$ cat src/rtl/stopwatch_pkg.sv
// Shared definitions for the stopwatch control slice: state encoding, default
// divider constants and a counter-width helper.
package stopwatch_pkg;

  typedef enum logic [1:0] {
    ST_RUN   = 2'd0,
    ST_PAUSE = 2'd1,
    ST_ADJ   = 2'd2
  } state_e;

  localparam int unsigned DEF_DIV_1HZ   = 100_000_000;
  localparam int unsigned DEF_DIV_2HZ   = 50_000_000;
  localparam int unsigned DEF_DIV_BLINK = 25_000_000;
  localparam int unsigned DEF_DB_CYCLES = 1_000_000;

  // Bits needed for a counter spanning 0..n-1, never less than one.
  function automatic int unsigned cnt_width(input int unsigned n);
    return (n > 1) ? $clog2(n) : 1;
  endfunction

endpackage

$ cat src/rtl/btn_debounce.sv
// Two-flop synchroniser plus stability counter for one raw input; provides the
// debounced level and a registered one-cycle pulse on its rising edge.
module btn_debounce
  import stopwatch_pkg::*;
#(
  parameter int unsigned DB_CYCLES = DEF_DB_CYCLES
) (
  input  logic clk,
  input  logic reset,
  input  logic din,
  output logic level,
  output logic rise
);

  localparam int unsigned CntW = cnt_width(DB_CYCLES);
  localparam logic [CntW-1:0] CntMax = CntW'(DB_CYCLES - 1);

  logic            sync1_q, sync2_q;
  logic            level_q, level_d;
  logic            level_dly_q, rise_q;
  logic [CntW-1:0] cnt_q, cnt_d;

  // Count consecutive samples that disagree with the accepted level.
  always_comb begin
    level_d = level_q;
    cnt_d   = '0;
    if (sync2_q != level_q) begin
      if (cnt_q == CntMax) begin
        level_d = sync2_q;
      end else begin
        cnt_d = cnt_q + 1'b1;
      end
    end
  end

  always_ff @(posedge clk) begin
    if (reset) begin
      sync1_q     <= 1'b0;
      sync2_q     <= 1'b0;
      level_q     <= 1'b0;
      level_dly_q <= 1'b0;
      rise_q      <= 1'b0;
      cnt_q       <= '0;
    end else begin
      sync1_q     <= din;
      sync2_q     <= sync1_q;
      level_q     <= level_d;
      level_dly_q <= level_q;
      rise_q      <= level_q & ~level_dly_q;
      cnt_q       <= cnt_d;
    end
  end

  assign level = level_q;
  assign rise  = rise_q;

endmodule

$ cat src/rtl/stopwatch_ctrl.sv
// Stopwatch control: conditions the raw buttons/switches, runs the RUN/PAUSE/ADJ
// machine and issues single-cycle increment and clear strobes to the counter.
module stopwatch_ctrl
  import stopwatch_pkg::*;
#(
  parameter int unsigned DIV_1HZ   = DEF_DIV_1HZ,
  parameter int unsigned DIV_2HZ   = DEF_DIV_2HZ,
  parameter int unsigned DIV_BLINK = DEF_DIV_BLINK,
  parameter int unsigned DB_CYCLES = DEF_DB_CYCLES
) (
  input  logic clk,
  input  logic reset,
  input  logic btn_pause,
  input  logic btn_clr,
  input  logic sw_adj,
  input  logic sw_sel,
  output logic tick_sec,
  output logic tick_min,
  output logic count_clr,
  output logic adj_mode,
  output logic blink_on,
  output logic paused
);

  localparam int unsigned D1W = cnt_width(DIV_1HZ);
  localparam int unsigned D2W = cnt_width(DIV_2HZ);
  localparam int unsigned DBW = cnt_width(DIV_BLINK);
  localparam logic [D1W-1:0] Div1Max  = D1W'(DIV_1HZ - 1);
  localparam logic [D2W-1:0] Div2Max  = D2W'(DIV_2HZ - 1);
  localparam logic [DBW-1:0] BlinkMax = DBW'(DIV_BLINK - 1);

  logic pause_press, clr_press, adj_lvl, sel_lvl;
  logic pause_level_unused, clr_level_unused, adj_rise_unused, sel_rise_unused;

  btn_debounce #(.DB_CYCLES(DB_CYCLES)) u_db_pause (
    .clk  (clk),
    .reset(reset),
    .din  (btn_pause),
    .level(pause_level_unused),
    .rise (pause_press)
  );

  btn_debounce #(.DB_CYCLES(DB_CYCLES)) u_db_clr (
    .clk  (clk),
    .reset(reset),
    .din  (btn_clr),
    .level(clr_level_unused),
    .rise (clr_press)
  );

  btn_debounce #(.DB_CYCLES(DB_CYCLES)) u_db_adj (
    .clk  (clk),
    .reset(reset),
    .din  (sw_adj),
    .level(adj_lvl),
    .rise (adj_rise_unused)
  );

  btn_debounce #(.DB_CYCLES(DB_CYCLES)) u_db_sel (
    .clk  (clk),
    .reset(reset),
    .din  (sw_sel),
    .level(sel_lvl),
    .rise (sel_rise_unused)
  );

  state_e state_q, state_d;
  logic   paused_q, paused_d;

  always_ff @(posedge clk) begin
    if (reset) begin
      state_q  <= ST_RUN;
      paused_q <= 1'b0;
    end else begin
      state_q  <= state_d;
      paused_q <= paused_d;
    end
  end

  always_comb begin
    state_d  = state_q;
    paused_d = paused_q;
    unique case (state_q)
      ST_RUN: begin
        if (pause_press) begin
          state_d  = ST_PAUSE;
          paused_d = 1'b1;
        end
      end
      ST_PAUSE: begin
        if (pause_press) begin
          state_d  = ST_RUN;
          paused_d = 1'b0;
        end
      end
      ST_ADJ: begin
        if (pause_press) paused_d = ~paused_q;
        if (!adj_lvl) state_d = paused_d ? ST_PAUSE : ST_RUN;
      end
      default: state_d = ST_RUN;
    endcase
    // Entering adjust swallows a same-cycle pause press.
    if (adj_lvl && (state_q != ST_ADJ)) begin
      state_d  = ST_ADJ;
      paused_d = paused_q;
    end
  end

  logic [D1W-1:0] div1_q, div1_d;
  logic [D2W-1:0] div2_q, div2_d;
  logic [DBW-1:0] blink_cnt_q, blink_cnt_d;
  logic           blink_q, blink_d;
  logic           wrap1, wrap2;
  logic           tick_sec_q, tick_sec_d, tick_min_q, tick_min_d;
  logic           count_clr_q, adj_mode_q;

  always_comb begin
    div1_d     = div1_q;
    div2_d     = div2_q;
    tick_sec_d = 1'b0;
    tick_min_d = 1'b0;
    wrap1      = (state_q == ST_RUN) && (div1_q == Div1Max);
    wrap2      = (state_q == ST_ADJ) && (div2_q == Div2Max);
    if (state_q == ST_RUN) div1_d = wrap1 ? '0 : div1_q + 1'b1;
    if (state_q == ST_ADJ) div2_d = wrap2 ? '0 : div2_q + 1'b1;
    if (clr_press || ((state_q != ST_RUN) && (state_d == ST_RUN))) div1_d = '0;
    if ((state_q != ST_ADJ) && (state_d == ST_ADJ)) div2_d = '0;
    // Clear outranks any tick landing in the same cycle.
    if (!clr_press) begin
      tick_sec_d = wrap1 || (wrap2 && !sel_lvl);
      tick_min_d = wrap2 && sel_lvl;
    end
    blink_cnt_d = (blink_cnt_q == BlinkMax) ? '0 : blink_cnt_q + 1'b1;
    blink_d     = (blink_cnt_q == BlinkMax) ? ~blink_q : blink_q;
  end

  always_ff @(posedge clk) begin
    if (reset) begin
      div1_q      <= '0;
      div2_q      <= '0;
      blink_cnt_q <= '0;
      blink_q     <= 1'b1;
      tick_sec_q  <= 1'b0;
      tick_min_q  <= 1'b0;
      count_clr_q <= 1'b0;
      adj_mode_q  <= 1'b0;
    end else begin
      div1_q      <= div1_d;
      div2_q      <= div2_d;
      blink_cnt_q <= blink_cnt_d;
      blink_q     <= blink_d;
      tick_sec_q  <= tick_sec_d;
      tick_min_q  <= tick_min_d;
      count_clr_q <= clr_press;
      adj_mode_q  <= (state_d == ST_ADJ);
    end
  end

  assign tick_sec  = tick_sec_q;
  assign tick_min  = tick_min_q;
  assign count_clr = count_clr_q;
  assign adj_mode  = adj_mode_q;
  assign blink_on  = blink_q;
  assign paused    = paused_q;

endmodule

$ cat config.mk
export PLATFORM = sky130hd
export DESIGN_NAME = stopwatch_ctrl
export DESIGN_NICKNAME = d
export VERILOG_FILES = /design/src/rtl/stopwatch_pkg.sv /design/src/rtl/btn_debounce.sv /design/src/rtl/stopwatch_ctrl.sv
export SDC_FILE = /design/constraint.sdc
export NUM_CORES = 1
export LEC_CHECK = 0
export BUFFER_PORTS_ARGS = -buffer_cell sky130_fd_sc_hd__buf_2
export CAP_MARGIN = 30
export CORE_ASPECT_RATIO = 1.2
export CORE_MARGIN = 2
export CORE_UTILIZATION = 63
export DETAILED_ROUTE_END_ITERATION = 6
export GPL_TIMING_DRIVEN = 0
export MAX_ROUTING_LAYER = met4
export PLACE_DENSITY = 0.88
export SLEW_MARGIN = 20
export SYNTH_ARGS = -nofsm -noshare
export SYNTH_HDL_FRONTEND = slang
export SYNTH_SLANG_ARGS = --single-unit
$ cat constraint.sdc
create_clock -name clk -period 2.55 [get_ports clk]
set_input_delay 0.1275 -clock clk [delete_from_list [all_inputs] [get_ports clk]]
set_output_delay 0.1275 -clock clk [all_outputs]
set_load 0.005 [all_outputs]
# ---- Word-level counts from Yosys, hierarchy flattened
# Cells that the tools add are included.
dict set report op_classes {
  add_sub_neg 7
  mul 0
  div_mod_pow 0
  order_cmp 0
  eq_ne 17
  n_shift 0
  muxes 13
  bitwise_logic 11
  n_reduce_logical 27
}
# cell n
set op_table {}
lappend op_table {{$add A20 B1 Y20 const B} 4}
lappend op_table {{$eq A20 B20 Y1 const B} 4}
lappend op_table {{$add A27 B1 Y27 const B} 1}
lappend op_table {{$eq A27 B27 Y1 const B} 1}
lappend op_table {{$mux W27} 1}
lappend op_table {{$add A26 B1 Y26 const B} 1}
lappend op_table {{$eq A26 B26 Y1 const B} 1}
lappend op_table {{$mux W26} 1}
lappend op_table {{$add A25 B1 Y25 const B} 1}
lappend op_table {{$eq A25 B25 Y1 const B} 1}
lappend op_table {{$reduce_or A3 Y1} 4}
lappend op_table {{$not A1 Y1} 9}
lappend op_table {{$mux W2} 4}
lappend op_table {{$reduce_and A2 Y1} 4}
lappend op_table {{$reduce_or A2 Y1} 4}
lappend op_table {{$logic_and A1 B1 Y1} 7}
lappend op_table {{$pmux W2 S3} 1}
lappend op_table {{$mux W1} 5}
lappend op_table {{$eq A2 B2 Y1 const B} 2}
lappend op_table {{$logic_not A2 Y1} 2}
lappend op_table {{$ne A1 B1 Y1} 4}
lappend op_table {{$ne A2 B1 Y1 const B} 2}
lappend op_table {{$reduce_and A4 Y1} 1}
lappend op_table {{$pmux W1 S3} 1}
lappend op_table {{7 further kinds} 9}
dict set report word_totals {
  regBits 182
  latchBits 0
  ram_bits 0
  mem_bits_ro 0
  input_bits 6
  output_inout_bits 6
  elab_cells 105
  n_memories 0
}

# ---- Longest topological paths before layout
dict set report logic_depth {
  ltp_word 11
  mapped_depth 7
  depth_no_buf 5
}

# ---- Hierarchy
# A second synthesis with hierarchy kept.
dict set report hier_totals {
  cells_unflattened 964
  hier_area_um2 8481.9
}
# module instances cells_per_inst area_per_inst_um2 seq_area_each_um2
set modules_own_cells {}
lappend modules_own_cells {btn_debounce 4 119 1074.8 500.5}
lappend modules_own_cells {stopwatch_ctrl 1 488 4182.8 1721.7}

# ---- Least setup slack after synthesis
# OpenSTA, ideal clock, no wires.
dict set report synth_timing {
  path_kind {register to register}
  start {register div1_q[0]}
  end {register div1_q[17]}
  setup_time_ns 0.143
  arrival_ns 2.001
  required_time_ns 2.407
  setup_slack_ns 0.406
  path_stages_with_launch 8
  path_buffers 2
  period_less_slack_ns 2.144
  cell_sequence {dfxtp_1 ha_1 or3b_1 buf_2 or3_4 nor4_4 buf_6 a211oi_1}
}
dict set report synth_between {
  elab_chain_len 3
  elab_cells_between_ends 4
  classes_between {add/sub: 1; eq/ne: 1; mux: 1; reduce/logical: 1}
}
# element line_no
set synth_lines {}
lappend synth_lines {{from (decl)} stopwatch_ctrl.sv:109} ;# logic [D1W-1:0] div1_q, div1_d;
lappend synth_lines {{from (signal assigned)} stopwatch_ctrl.sv:148} ;# div1_q <= div1_d;
lappend synth_lines {{branches (longest 2 deep; another with $add A27 B1 Y27)} -}
lappend synth_lines {{$mux W27 *} stopwatch_ctrl.sv:124} ;# if (state_q == ST_RUN) div1_d = wrap1 ? '0 : div1_q + 1'b1;
# Every way passes the cells marked *.
# A chain may end at the register's enable or synchronous reset.

# ---- Worst setup path after layout
dict set report layout_timing {
  start {register div1_q[0]}
  end {register div1_q[12]}
}
# Same word-level chain as after synthesis.

==> qor.csv <==
metric;value;unit
status;finished clean;
netlist_area;8340;µm²
dieWidth;109;µm
cts_max_path_buffers;2;
wl;16900;µm
path_clk_slew;70;ps
yosysSeqAreaShare;0.437;
drc;0;
worstHoldPathCells;4;
synth_top_area_frac;0.437;
skew;6.43;ps
tightest_slew;869;ps
arrival;2740;ps
grt_max_degree;17;
setup-violations-final;0;
start_kind;flip-flop;
wl_per_cell;14.5;µm
synth_area_leaders;dfxtp_1 44%, xnor2_1 4.6%, xor2_1 4.2%;
synthArstFlopShare;0;
fin_util;0.708;
fin_ws;107;ps
vias;7098;
initial_core_util;0.638;
via_per_inst;6.08;
firstDrtPassIters;5;
clkLatencyLatePin;440;ps
cts_made_buffers;17;
synth_area_per_cell;8.75;µm²
synthFlopType;dfxtp_1;
die_h;130;µm
antenna_cells;0;
slew_headroom;0.416;
leakagePower;2.83;nW
cts.sinks;182;
reg2reg_depth;7;
final_area;9250;µm²
path_class;reg2reg;
area_delta_synth_final;10.8;%
maxCapViolCount;0;
dp_hpwl;11400;µm
post_cts_buffers;0;
hold_viol_final;0;
period_needed;2440;ps
max_freq;409;MHz
setup_tns;0;ps
core_area;13100;µm²
port_buffers;11;
ys_warn_count;0;
grt_pass1_vias;6641;
cts_tree;built;
synth_cells;953;
cp_max_fo;10;
ioPinCount;12;
ys_ff_latch;182;
p_per_area;598;nW/µm²
worstSetupEndpointType;flip-flop;
required;2850;ps
drive_above_1_share;0.0760;
ys_types;57;
vdd_drop_max;0.000461;V
drt_iter0_markers;456;
track_usage;0.257;
timing.hold.ws;76.6;ps
hp-class;in2reg;
post-place-ws;124;ps
grt_pass1_wl;28900;µm
ant_nets;0;
place_area;8610;µm²
cts-htree-levels;4;
synth.net_count;966;
gp_congestion;0.863;
die_area;14200;µm²
synth-edff-count;0;
yosysTopAreaCell;dfxtp_1;
root_buffer;clkbuf_16;
rsz0062_at_grt;no;
fin_nets;1000;
drv_slew;0;
gr-total-overflow;0;
antenna_found_initial;0;
rows;46;
fin_crit_sh;0.958;
[worst paths after layout]
| check | start | end | slack (ps) |
|---|---|---|---|
| max | div1_q[0] | div1_q[12] | 110 |
| min | reset | tick_min | 80 |
| max reg2reg | div1_q[0] | div1_q[12] | 110 |
| min reg2reg | u_db_clr.level_dly_q | u_db_clr.rise | 390 |
[layer usage]
layer  vias up  routed length, µm  track usage
met2       144               8510        0.445
met3        35                579       0.0445
met1      3369               7480        0.292
li1       3550                  -            -
met5         -                  0            -
met4         0                330        0.106
[worst max-delay path, stage by stage (launching register included)]
cell and delay, ps:
dfxtp_1 390, ha_1 190, or3b_1 340, buf_2 170, or3_4 430, nor4_4 500, buf_6 220, nor3_1 60
[report_power, final]
group | total [mW] | internal, mW | switching (mW)
registers | 2.87 | 2.86 | 0.0114
clock network | 2.57 | 1.44 | 1.13
logic | 0.0981 | 0.0338 | 0.0643
[final cells by class]
cell class / instances / area (µm²)
multi-input combinational: 694 / 4380
fill: 988 / 3820
sequential: 182 / 3640
clock buffer: 20 / 467
buffer: 44 / 213
tap: 168 / 210
inverter: 33 / 124
clock inverter: 12 / 119
timing repair buffer: 15 / 95.1
[metrics by stage]
step	std cells	total power, mW
3_5_place_dp	1132	3.03
5_1_grt	1168	5.70
4_1_cts	1168	5.56
3_3_place_gp	1132	3.02
6_report	1168	5.53
2_1_floorplan	953	2.99
[sequential cells by signal, indices dropped and copies added (netlist names), 2 cells and up]
register          count
blink_cnt_q          25
div1_q               27
div2_q               26
state_q               2
u_db_adj.cnt_q       20
u_db_clr.cnt_q       20
u_db_pause.cnt_q     20
u_db_sel.cnt_q       20
[placed cells by master, fill, tap and decap left out, types with 3 or more instances in the layout]
master and count:
dfxtp_1 182, nor2_1 90, nand3_1 55, nand2_1 52, a21oi_1 51, xnor2_1 44, or3_1 43, xor2_1 40
o21ai_0 38, or4_1 36, inv_1 32, nand4_1 32, clkbuf_1 31, o31ai_1 30, nor3_1 28, nor4_1 21
buf_2 19, nor2b_1 18, clkbuf_16 17, a211oi_1 13, and3_1 12, and4_1 12, nor4b_1 8, ha_1 7
and2_1 6, mux2i_1 6, o21a_1 6, o211ai_1 5, buf_6 5, inv_6 4, dlygate4sd3_1 4, nand4b_1 3
or2_2 3, or4_4 3, nand4bb_1 3, clkinvlp_4 3, clkbuf_8 3, clkinv_4 3
[cells in the mapped netlist, types with 2 or more instances]
cell         n
or2_2        3
xnor2_1     44
o21a_1       6
or3_1       43
o211ai_1     5
buf_6        5
dfxtp_1    182
o41ai_1      2
or4_1       36
nand3_1     55
and3_1      12
a211oi_1    13
nor3_1      28
or4b_1       2
and2_1       6
ha_1         7
mux2i_1      6
nor2b_1     18
nand4_1     32
o31ai_1     30
clkbuf_1    31
or3b_2       2
xor2_1      40
nand2_1     52
nand4b_1     3
o21ai_0     38
nor2_1      90
nand4bb_1    3
nor4_1      21
inv_1       32
or4b_2       2
and4b_1      2
or4_4        3
nor4b_1      8
and4_1      12
buf_2        8
a21oi_1     51
[what timing repair did]
action                     4_1_cts  5_1_grt
gates resized for setup          0        2
hold buffers                     4        0
hold endpoints to repair         4        0
setup endpoints to repair        0       26
[kinds of logic (layout without fill, tap and decap cells)]
kind of cell | Yosys count | after routing | share of synthesized area
buffers and inverters | 77 | 124 | 0.0403
AOI/OAI and AO/OA | 153 | 153 | 0.113
and+or+nand+nor | 443 | 443 | 0.303
muxes | 7 | 7 | 0.00855
adders and majority gates | 7 | 7 | 0.0105
xor gates and xnor gates | 84 | 84 | 0.0882
DFF | 182 | 182 | 0.437
Note: power is estimated with default switching activity, not from simulation.
